<file path="src/rtl/commu_pkg.sv">
// commu_pkg: shared state encoding, CRC constants and CRC step function
// for the commu transmit path.
package commu_pkg;

    typedef enum logic [2:0] {
        ST_IDLE  = 3'd0,
        ST_WAIT  = 3'd1,
        ST_FETCH = 3'd2,
        ST_EMIT  = 3'd3,
        ST_DONE  = 3'd4
    } tx_state_t;

    localparam logic [15:0] CRC_POLY = 16'h1021;
    localparam logic [15:0] CRC_INIT = 16'hFFFF;
    localparam logic [15:0] LEN_CRC  = 16'd2;

    // CRC-16/CCITT over one byte, MSB first.
    function automatic logic [15:0] crc16_step(input logic [15:0] crc_in,
                                               input logic [7:0]  data);
        logic [15:0] c;
        c = crc_in ^ {data, 8'h00};
        for (int i = 0; i < 8; i++) begin
            c = c[15] ? ((c << 1) ^ CRC_POLY) : (c << 1);
        end
        return c;
    endfunction

endpackage

</file>
<file path="src/rtl/commu_crc16.sv">
// commu_crc16: running CRC-16/CCITT accumulator, one byte per cycle.
module commu_crc16
    import commu_pkg::*;
(
    input  logic        clk_sys,
    input  logic        rst_n,
    input  logic        clear,
    input  logic        byte_vld,
    input  logic [7:0]  byte_in,
    output logic [15:0] crc
);

    // Restart on clear, otherwise fold in each valid byte.
    always_ff @(posedge clk_sys or negedge rst_n) begin
        if (!rst_n) begin
            crc <= CRC_INIT;
        end else if (clear) begin
            crc <= CRC_INIT;
        end else if (byte_vld) begin
            crc <= crc16_step(crc, byte_in);
        end
    end

endmodule

</file>
<file path="src/rtl/commu_tx_sched.sv">
// commu_tx_sched: paces packet bytes at the bit-slot rate, fetches each
// byte through rd_req/rd_ack and rotates the device slot per packet.
// Optional build macro COMMU_TX_CRC_EN: the last two byte positions carry
// an internally generated CRC-16/CCITT instead of fetched data.
module commu_tx_sched
    import commu_pkg::*;
#(
    parameter int PRESC_DIV = 50,
    parameter int ACK_TO    = 16
) (
    input  logic        clk_sys,
    input  logic        rst_n,
    input  logic [15:0] len_pkg,
    input  logic [19:0] tbit_period,
    input  logic [7:0]  cfg_numDev,
    input  logic        pkg_start,
    output logic        pkg_busy,
    output logic        rd_req,
    input  logic        rd_ack,
    input  logic [7:0]  rd_data,
    output logic        tx_vld,
    output logic [7:0]  tx_data,
    output logic [7:0]  tx_slot,
    output logic        pkg_done,
    output logic        err_underrun
);

    localparam int PW = (PRESC_DIV > 1) ? $clog2(PRESC_DIV) : 1;
    localparam int TW = $clog2(ACK_TO + 1);

    tx_state_t     state;
    logic [15:0]   len_l;
    logic [15:0]   byte_cnt;
    logic [19:0]   per_l;
    logic [19:0]   bit_cnt;
    logic [PW-1:0] presc_cnt;
    logic [TW-1:0] to_cnt;
    logic          strobe_pend;
    logic          tick;
    logic          bit_strobe;
    logic [15:0]   cnt_inc;
    logic [8:0]    slot_inc;
    logic [8:0]    num_eff;
    logic [7:0]    slot_next;

    // Timing chain only runs while a packet is active.
    assign tick       = (state != ST_IDLE) && (presc_cnt == PW'(PRESC_DIV - 1));
    assign bit_strobe = tick && (bit_cnt == per_l - 20'd1);
    assign cnt_inc    = byte_cnt + 16'd1;
    assign slot_inc   = {1'b0, tx_slot} + 9'd1;
    assign num_eff    = (cfg_numDev == 8'd0) ? 9'd1 : {1'b0, cfg_numDev};
    assign slot_next  = (slot_inc >= num_eff) ? 8'd0 : slot_inc[7:0];

`ifdef COMMU_TX_CRC_EN
    logic [15:0] crc;
    logic        crc_pos;
    logic [7:0]  crc_byte;

    // Flag the trailing CRC positions and select high byte first, then low.
    always_comb begin
        // NOTE: every always_comb output gets a default first so no path infers a latch.
        crc_pos  = 1'b0;
        crc_byte = crc[7:0];
        if (len_l >= LEN_CRC && byte_cnt >= len_l - LEN_CRC) begin
            crc_pos = 1'b1;
            if (byte_cnt == len_l - LEN_CRC) begin
                crc_byte = crc[15:8];
            end
        end
    end

    commu_crc16 u_crc (
        .clk_sys  (clk_sys),
        .rst_n    (rst_n),
        .clear    (state == ST_IDLE && pkg_start),
        .byte_vld (state == ST_EMIT && !crc_pos),
        .byte_in  (tx_data),
        .crc      (crc)
    );
`endif

    // Prescaler and bit timer: held at zero in IDLE so every packet restarts them.
    always_ff @(posedge clk_sys or negedge rst_n) begin
        // NOTE: sequential state uses <= so every register sees pre-edge values.
        if (!rst_n) begin
            presc_cnt <= '0;
            bit_cnt   <= '0;
        end else if (state == ST_IDLE) begin
            presc_cnt <= '0;
            bit_cnt   <= '0;
        end else begin
            presc_cnt <= tick ? '0 : presc_cnt + 1'b1;
            if (tick) begin
                bit_cnt <= bit_strobe ? 20'd0 : bit_cnt + 20'd1;
            end
        end
    end

    // Packet FSM with registered outputs, strobe-overrun tracking and slot rotation.
    always_ff @(posedge clk_sys or negedge rst_n) begin
        if (!rst_n) begin
            state        <= ST_IDLE;
            len_l        <= '0;
            per_l        <= '0;
            byte_cnt     <= '0;
            to_cnt       <= '0;
            strobe_pend  <= 1'b0;
            pkg_busy     <= 1'b0;
            rd_req       <= 1'b0;
            tx_vld       <= 1'b0;
            tx_data      <= '0;
            tx_slot      <= '0;
            pkg_done     <= 1'b0;
            err_underrun <= 1'b0;
        end else begin
            tx_vld   <= 1'b0;
            pkg_done <= 1'b0;
            // A strobe that WAIT cannot take is parked; a second one is lost.
            if (bit_strobe && state != ST_WAIT) begin
                if (strobe_pend) begin
                    err_underrun <= 1'b1;
                end else begin
                    strobe_pend <= 1'b1;
                end
            end
            case (state)
                ST_IDLE: begin
                    if (pkg_start) begin
                        len_l        <= len_pkg;
                        per_l        <= (tbit_period == 20'd0) ? 20'd1 : tbit_period;
                        byte_cnt     <= '0;
                        err_underrun <= 1'b0;
                        strobe_pend  <= 1'b0;
                        pkg_busy     <= 1'b1;
                        state        <= (len_pkg == 16'd0) ? ST_DONE : ST_WAIT;
                    end
                end
                ST_WAIT: begin
                    if (bit_strobe || strobe_pend) begin
                        // Consume the parked strobe; a coincident new one stays parked.
                        strobe_pend <= bit_strobe && strobe_pend;
`ifdef COMMU_TX_CRC_EN
                        if (crc_pos) begin
                            tx_vld  <= 1'b1;
                            tx_data <= crc_byte;
                            state   <= ST_EMIT;
                        end else
`endif
                        begin
                            rd_req <= 1'b1;
                            to_cnt <= '0;
                            state  <= ST_FETCH;
                        end
                    end
                end
                ST_FETCH: begin
                    if (rd_ack) begin
                        rd_req  <= 1'b0;
                        tx_vld  <= 1'b1;
                        tx_data <= rd_data;
                        state   <= ST_EMIT;
                    end else if (to_cnt == TW'(ACK_TO - 1)) begin
                        rd_req       <= 1'b0;
                        tx_vld       <= 1'b1;
                        tx_data      <= 8'h00;
                        err_underrun <= 1'b1;
                        state        <= ST_EMIT;
                    end else begin
                        to_cnt <= to_cnt + 1'b1;
                    end
                end
                ST_EMIT: begin
                    byte_cnt <= cnt_inc;
                    state    <= (cnt_inc == len_l) ? ST_DONE : ST_WAIT;
                end
                ST_DONE: begin
                    pkg_done <= 1'b1;
                    pkg_busy <= 1'b0;
                    tx_slot  <= slot_next;
                    state    <= ST_IDLE;
                end
                default: state <= ST_IDLE;
            endcase
        end
    end

endmodule
</file>
<file path="config.mk">
export PLATFORM = sky130hd
export DESIGN_NAME = commu_tx_sched
export DESIGN_NICKNAME = d
export VERILOG_FILES = /design/src/rtl/commu_pkg.sv /design/src/rtl/commu_crc16.sv /design/src/rtl/commu_tx_sched.sv
export SDC_FILE = /design/constraint.sdc
export NUM_CORES = 1
export LEC_CHECK = 0
export CAP_MARGIN = 10
export CORE_ASPECT_RATIO = 1.4
export CORE_UTILIZATION = 55
export CTS_CLUSTER_SIZE = 20
export DETAILED_ROUTE_END_ITERATION = 10
export HOLD_SLACK_MARGIN = 0.1
export PLACE_DENSITY = 0.79
export SLEW_MARGIN = 30
export SYNTH_ARGS = -nofsm -noshare
export SYNTH_HDL_FRONTEND = slang
export SYNTH_SLANG_ARGS = --single-unit
export TNS_END_PERCENT = 100
</file>
<file path="constraint.sdc">
create_clock -name clk_sys -period 3.55 [get_ports clk_sys]
set_input_delay 1.065 -clock clk_sys [delete_from_list [all_inputs] [get_ports clk_sys]]
set_output_delay 1.065 -clock clk_sys [all_outputs]
set_load 0.01 [all_outputs]
</file>
==> flow_summary.json, run 1 <==
{
  "status": "complete, no violations",
  "die-area_mm2": 0.01183,
  "grt_max_degree": 56,
  "utilization": 0.6816,
  "initial_utilization": 0.5706,
  "cts_tree": "yes",
  "grt_pass1_vias": 5428,
  "worstMarginPinSlew_ns": 0.9151,
  "vias_per_cell": 5.797,
  "grt_pass1_wl_um": 25880,
  "syn_inst": 719,
  "seq_area_frac_synth": 0.4314,
  "ant_nets": 0,
  "synth-seq-cells": 108,
  "fillers": 881,
  "setup_viol": 0,
  "cap_violations": 0,
  "synth-edff-count": 0,
  "fin_worst_skew_ns": 0.007358,
  "worstSetupPathType": "primary input to flip-flop",
  "cts_max_level": 3,
  "pin_count": 77,
  "rows": 45,
  "slowest_stage": "clkdlybuf4s50_1",
  "numCtsBuffers": 9,
  "synthArstFlopShare": 1.000,
  "hold_viol_final": 0,
  "fp.dieH_um": 128.3,
  "start_kind": "primary input",
  "vias": 5409,
  "cts.sinks": 108,
  "syn_area_per_cell_um2": 8.713,
  "synth_area_mm2": 0.006265,
  "dieWidth_um": 92.20,
  "slew_violations": 0,
  "sw_frac_of_total": 0.3698,
  "relSlewSlack": 0.3881,
  "yosysWarnings": 0,
  "dr.pass1.iters": 4,
  "combPwrFrac": 0.346,
  "syn-num-nets": 791,
  "p_leak_nw": 3.340,
  "crit_path_max_fanout": 8,
  "finalCritPeriodShare": 0.9375,
  "p_sw_mw": 1.622,
  "track_usage": 0.2749,
  "p_per_area_mw_per_mm2": 586.2,
  "cp.required_ns": 3.84,
  "synth.distinct_cells": 59,
  "cp_common_cell": "a21o_1",
  "path_cells": "clkdlybuf4s50_1 -> nor4_2 -> a41o_1 -> ha_1 -> nand2b_1 -> a21o_1 -> a21o_1 -> a21o_1 -> a211oi_1 -> o21a_2 -> o21ai_0 -> nand2_1",
  "fmax_mhz": 300.5,
  "period_minus_slack_ns": 3.328,
  "worst_slack_ns": 0.2220,
  "ir_drop_v": 0.0003600,
  "max_stage_delay_ns": 0.43,
  "root_buffer": "clkbuf_16",
  "overflow": 0,
  "hold_class": "flip-flop to flip-flop",
  "numPortBuffers": 76,
  "pre_cts_ws_ns": -0.2154,
  "critPathCaptureType": "flip-flop",
  "place.gp.congestion": 0.8924,
  "clock_latency_ns": 0.35,
  "dp_hpwl_um": 11340,
  "cp.arrival_ns": 3.62,
  "wl_per_cell_um": 16.29,
  "area_growth_pct": 19.45,
  "rsz0062_at_grt": "no",
  "internal_power_mw": 2.765,
  "sequentialPowerShare": 0.422,
  "drt_iter0_markers": 254,
  "path_clk_slew_ns": 0.07,
  "nets": 859,
  "ys.flop_type": "dfrtp_1",
  "drc_errors": 0,
  "coreArea_mm2": 0.01098,
  "n_antenna_cell": 0,
  "layout-drive-gt1-share": 0.05556,
  "antenna_found_initial": 0,
  "drt-total-wl_um": 15200,
  "clock_path_buffers": 2,
  "pwr-share-clk": 0.233
}
-- worst max-delay path: cells and delay by family --
kind            cells  cell delay (ns)
compound gates      7             1.36
simple gates        3             0.53
buf+inv             1             0.43
fa+ha+maj           1             0.22
-- metrics by stage --
stage	hold slack [ns]	cells	setup TNS [ns]	instance area, µm²	total power [mW]
after global routing	0.5138	933	0	7483	4.676
after floorplan	0.4601	719	0	6265	2.889
final	0.4765	933	0	7483	4.387
after global placement	0.4634	917	-0.1037	7173	3.321
after CTS	0.4828	933	0	7476	4.399
after detailed placement	0.4670	917	-1.395	7173	3.370
-- placed cells by master (no fill, tap or decap), types with 3 or more instances in the layout --
cell type | Yosys | layout
dfrtp_1 | 108 | 108
nor3_1 | 8 | 8
xor2_1 | 33 | 33
a31oi_1 | 5 | 5
nor4_1 | 17 | 16
buf_4 | 0 | 9
clkdlybuf4s50_1 | 0 | 75
and3_1 | 16 | 16
nand3_1 | 26 | 26
a21oi_1 | 10 | 10
and4_1 | 4 | 4
or2_2 | 7 | 7
a211oi_1 | 7 | 7
o31ai_1 | 6 | 6
a21o_1 | 4 | 4
nand4_1 | 14 | 14
inv_1 | 16 | 16
nor2_1 | 58 | 58
and2_1 | 8 | 8
nand2_1 | 164 | 164
nand3b_1 | 3 | 3
o21ai_0 | 42 | 42
nand2b_1 | 6 | 6
clkbuf_16 | 0 | 9
and4b_1 | 3 | 3
xnor2_1 | 44 | 44
a22o_1 | 13 | 13
ha_1 | 16 | 16
or3_1 | 5 | 5
o211ai_1 | 3 | 3
nor2b_1 | 7 | 7
-- flip-flops by register name, summed over array words and instances (netlist names) --
name          flops
tx_slot           8
presc_cnt         6
tx_vld            1
to_cnt            5
rd_req            1
pkg_done          1
state             3
pkg_busy          1
strobe_pend       1
byte_cnt         16
len_l            16
per_l            20
err_underrun      1
bit_cnt          20
tx_data           8
-- synthesized netlist by cell type, drive strengths merged, types with 16 or more instances --
| cell | instances | area share |
|---|---|---|
| nand3 | 26 | 0.021 |
| nor2 | 58 | 0.035 |
| xor2 | 33 | 0.046 |
| nand2 | 164 | 0.098 |
| dfrtp | 108 | 0.43 |
| clkbuf | 26 | 0.016 |
| ha | 16 | 0.032 |
| o21ai | 44 | 0.035 |
| xnor2 | 44 | 0.062 |
| and3 | 16 | 0.016 |
| nor4 | 19 | 0.022 |
| inv | 16 | 0.0096 |
-- cell type report --
type / instances / area, µm² / share of cell area
Sequential cell: 108 / 2703 / 0.3611
Tap cell: 141 / 176.4 / 0.02357
Timing Repair Buffer: 85 / 838.3 / 0.1120
Multi-Input combinational cell: 567 / 3403 / 0.4548
Clock buffer: 10 / 239.0 / 0.03193
Clock inverter: 6 / 63.81 / 0.008527
Inverter: 16 / 60.06 / 0.008025
-- path summary, 6_finish.rpt --
kind	start	to	slack, ns	cells after the start
max	cfg_numDev[4]	tx_slot[2]$_DFFE_PN0P_	0.22	12
min	rd_req$_DFFE_PN0P_	rd_req$_DFFE_PN0P_	0.48	1
max reg2reg	per_l[5]$_DFFE_PN0P_	to_cnt[1]$_DFFE_PN0P_	0.25	8
min reg2reg	rd_req$_DFFE_PN0P_	rd_req$_DFFE_PN0P_	0.48	1
max in group asynchronous	rst_n	tx_data[2]$_DFFE_PN0P_	2.07	2
min in group asynchronous	rst_n	presc_cnt[2]$_DFF_PN0_	0.75	1
-- layer usage --
metal	vias to the layer above	routed length (µm)	track usage
li1	2638	-	-
met1	2620	6153	0.3271
met2	123	8179	0.5009
met3	28	492	0.04093
met4	0	376	0.09743
met5	-	0	0
-- power by group through the flow --
stage          registers [mW]  clock network, mW  logic [mW]
2_1_floorplan            1.77                  0        1.12
3_3_place_gp             1.86                  0        1.47
3_5_place_dp             1.87                  0        1.50
4_1_cts                  1.85               1.03        1.52
5_1_grt                  1.89               1.08        1.70
6_report                 1.85               1.02        1.52
-- what timing repair did --
item	in CTS	in global routing
gates resized for setup	0	2
endpoints found under the setup margin	0	8
buffers inserted	0	0
hold buffers	0	0
-- kinds of logic (layout without fill, tap and decap cells) --
family	after synthesis	count (layout)	synth area share
and+or+nand+nor	358	358	0.2748
AOI/OAI and AO/OA	113	113	0.1226
xor gates and xnor gates	77	77	0.1076
adders and majority gates	16	16	0.03195
DFF	108	108	0.4314
buffers and inverters	44	117	0.02656
muxes	3	3	0.004993
Power figures use the tool's default switching activity.
==> run 2, diff against run 1 <==
Settings changed: DONT_BUFFER_PORTS set to 1, PLACE_DENSITY 0.79 to 0.7, TNS_END_PERCENT 100 to 10.
Clock period 3.55 ns to 3.25 ns, I/O delays scaled along.
==> run 2 against run 1 <==
  * Core utilization fell by 6.4 points
  * Sequential share of layout area rose by 3.8 points
  * Die area did not move
  * Design area fell by 9.4%
  * Critical path depth fell by 3
  * Via count fell by 5.1%
  * Register-to-register slack got worse by 0.09 ns
  * Routed wire length fell by 3.6%
  * Clock-buffer cell count rose by 1
  * First-iteration DRC count rose by 28%
  * Critical endpoint is now state[1]$_DFFE_PN0P_
==> flow_summary.json, run 2 (synthesized netlist as in run 1, its figures left out) <==
{
  "status": "complete, no violations",
  "grt_max_degree": 109,
  "worstSetupPathType": "flip-flop to flip-flop",
  "cts.sinks": 108,
  "layout-drive-gt1-share": 0.07163,
  "p_per_area_mw_per_mm2": 692.0,
  "hold_class": "primary input to asynchronous set/reset pin",
  "period_minus_slack_ns": 3.094,
  "nets": 794,
  "crit_path_max_fanout": 7,
  "ant_nets": 0,
  "antenna_found_initial": 0,
  "crit_family": "simple AND/OR/NAND/NOR gates",
  "n_antenna_cell": 0,
  "drt_iter0_markers": 326,
  "final_common_cell": "nand2_1",
  "rsz0062_at_grt": "no",
  "track_usage": 0.2583,
  "initial_utilization": 0.5706,
  "dpl_cell_area_mm2": 0.006490,
  "cp_common_cell": "or4_4",
  "fp.dieH_um": 128.3,
  "start_kind": "flip-flop",
  "place.gp.congestion": 0.8914,
  "clock_latency_ns": 0.36,
  "critical_path_buf_inv_count": 1,
  "max_stage_delay_ns": 0.58,
  "fin_worst_skew_ns": 0.01164,
  "numCtsBuffers": 9,
  "drt-total-wl_um": 14660,
  "rows": 45,
  "worstMarginPinSlew_ns": 0.8752,
  "coreArea_mm2": 0.01098,
  "post-route-cell-area_mm2": 0.006777,
  "numPortBuffers": 0,
  "ir_drop_v": 0.0003898,
  "clock_path_buffers": 2,
  "cts_tree": "yes",
  "cp.arrival_ns": 3.32,
  "slew_violations": 0,
  "pin_count": 77,
  "cts_hold_buf": 0,
  "top_regs": "bit_cnt x20, per_l x20",
  "path_cells": "or4_4 -> or4_4 -> o211a_1 -> a211oi_2 -> nor4_2 -> buf_4 -> and3_1 -> o21a_2 -> or2_2",
  "p_leak_nw": 3.091,
  "die-area_mm2": 0.01183,
  "root_buffer": "clkbuf_16",
  "critPathCaptureType": "flip-flop",
  "cp.required_ns": 3.48,
  "overflow": 0,
  "cts_setup_buffers": 0,
  "area_growth_pct": 8.169,
  "hold_viol_final": 0,
  "slowest_stage": "or4_4",
  "setup_viol": 0,
  "vias_per_cell": 5.922,
  "finalCritPeriodShare": 0.9520,
  "cts_max_level": 3,
  "dp_hpwl_um": 10720,
  "dr.pass1.iters": 4,
  "wl_per_cell_um": 16.91,
  "grt_pass1_vias": 4987,
  "cap_violations": 0,
  "drc_errors": 0,
  "path_clk_slew_ns": 0.08,
  "vias": 5134,
  "relSlewSlack": 0.4144,
  "final_cell_mix": "nand2_1, dfrtp_1, nor2_1",
  "grt_pass1_wl_um": 23930,
  "tns_ns": 0,
  "fmax_mhz": 323.2,
  "dieWidth_um": 92.20
}
[run 2: cell type report]
class | instances | area [µm²]
clock inverter | 4 | 26.28
fill | 945 | 4203
inverter | 16 | 60.06
clock buffer | 11 | 242.7
multi-input combinational | 567 | 3402
tap | 141 | 176.4
sequential | 108 | 2703
timing repair buffer | 20 | 166.4
[run 2: repair_timing]
action                     CTS  global route
gates resized for setup      0             2
setup endpoints to repair    0             3
hold endpoints to repair     0             0
[run 2: path summary, 6_finish.rpt]
| kind | to | depth (start not counted) | start | slack, ns |
|---|---|---|---|---|
| min in group clk_sys | len_l[15]$_DFFE_PN0P_ | 2 | len_l[15]$_DFFE_PN0P_ | 0.50 |
| hold / removal | bit_cnt[13]$_DFFE_PN0P_ | 0 | rst_n | 0.31 |
| setup reg to reg | state[1]$_DFFE_PN0P_ | 9 | per_l[5]$_DFFE_PN0P_ | 0.16 |
| setup / recovery | state[1]$_DFFE_PN0P_ | 9 | per_l[5]$_DFFE_PN0P_ | 0.16 |
| hold reg to reg | len_l[15]$_DFFE_PN0P_ | 2 | len_l[15]$_DFFE_PN0P_ | 0.50 |
| max in group asynchronous | len_l[4]$_DFFE_PN0P_ | 0 | rst_n | 2.78 |
[run 2: per-stage QoR]
stage          worst slack (ns)  total power, mW    util  instances  hold WS (ns)
2_1_floorplan            0.3294            3.155       -        719        0.4601
3_3_place_gp             0.1438            3.609  0.5911        851        0.4774
3_5_place_dp            0.03368            3.673  0.5911        851        0.4837
4_1_cts                 0.07290            4.709  0.6156        866        0.3031
5_1_grt                 0.04343            4.988  0.6172        867        0.2954
6_report                 0.1559            4.689  0.6172        867        0.3094
[run 2: per-layer routing]
metal,GRT usage,wire length (µm),up-vias,part of all wire
li1,-,-,2494,-
met4,0.1149,347,0,0.024
met3,0.03796,519,27,0.035
met1,0.3135,6126,2491,0.42
met5,0,0,-,0
met2,0.4535,7667,122,0.52
[run 2: power by group]
part	total, mW	switching [mW]	internal (mW)
clock	1.02	0.483	0.536
sequential	1.99	0.343	1.65
combinational	1.68	0.912	0.769
total	4.69	1.74	2.95
==> run 3, diff against run 2 <==
Settings changed: CAP_MARGIN 10 to 20.
==> results of run 3 <==
No change in the layout: final DEF, timing and power equal those of run 2.
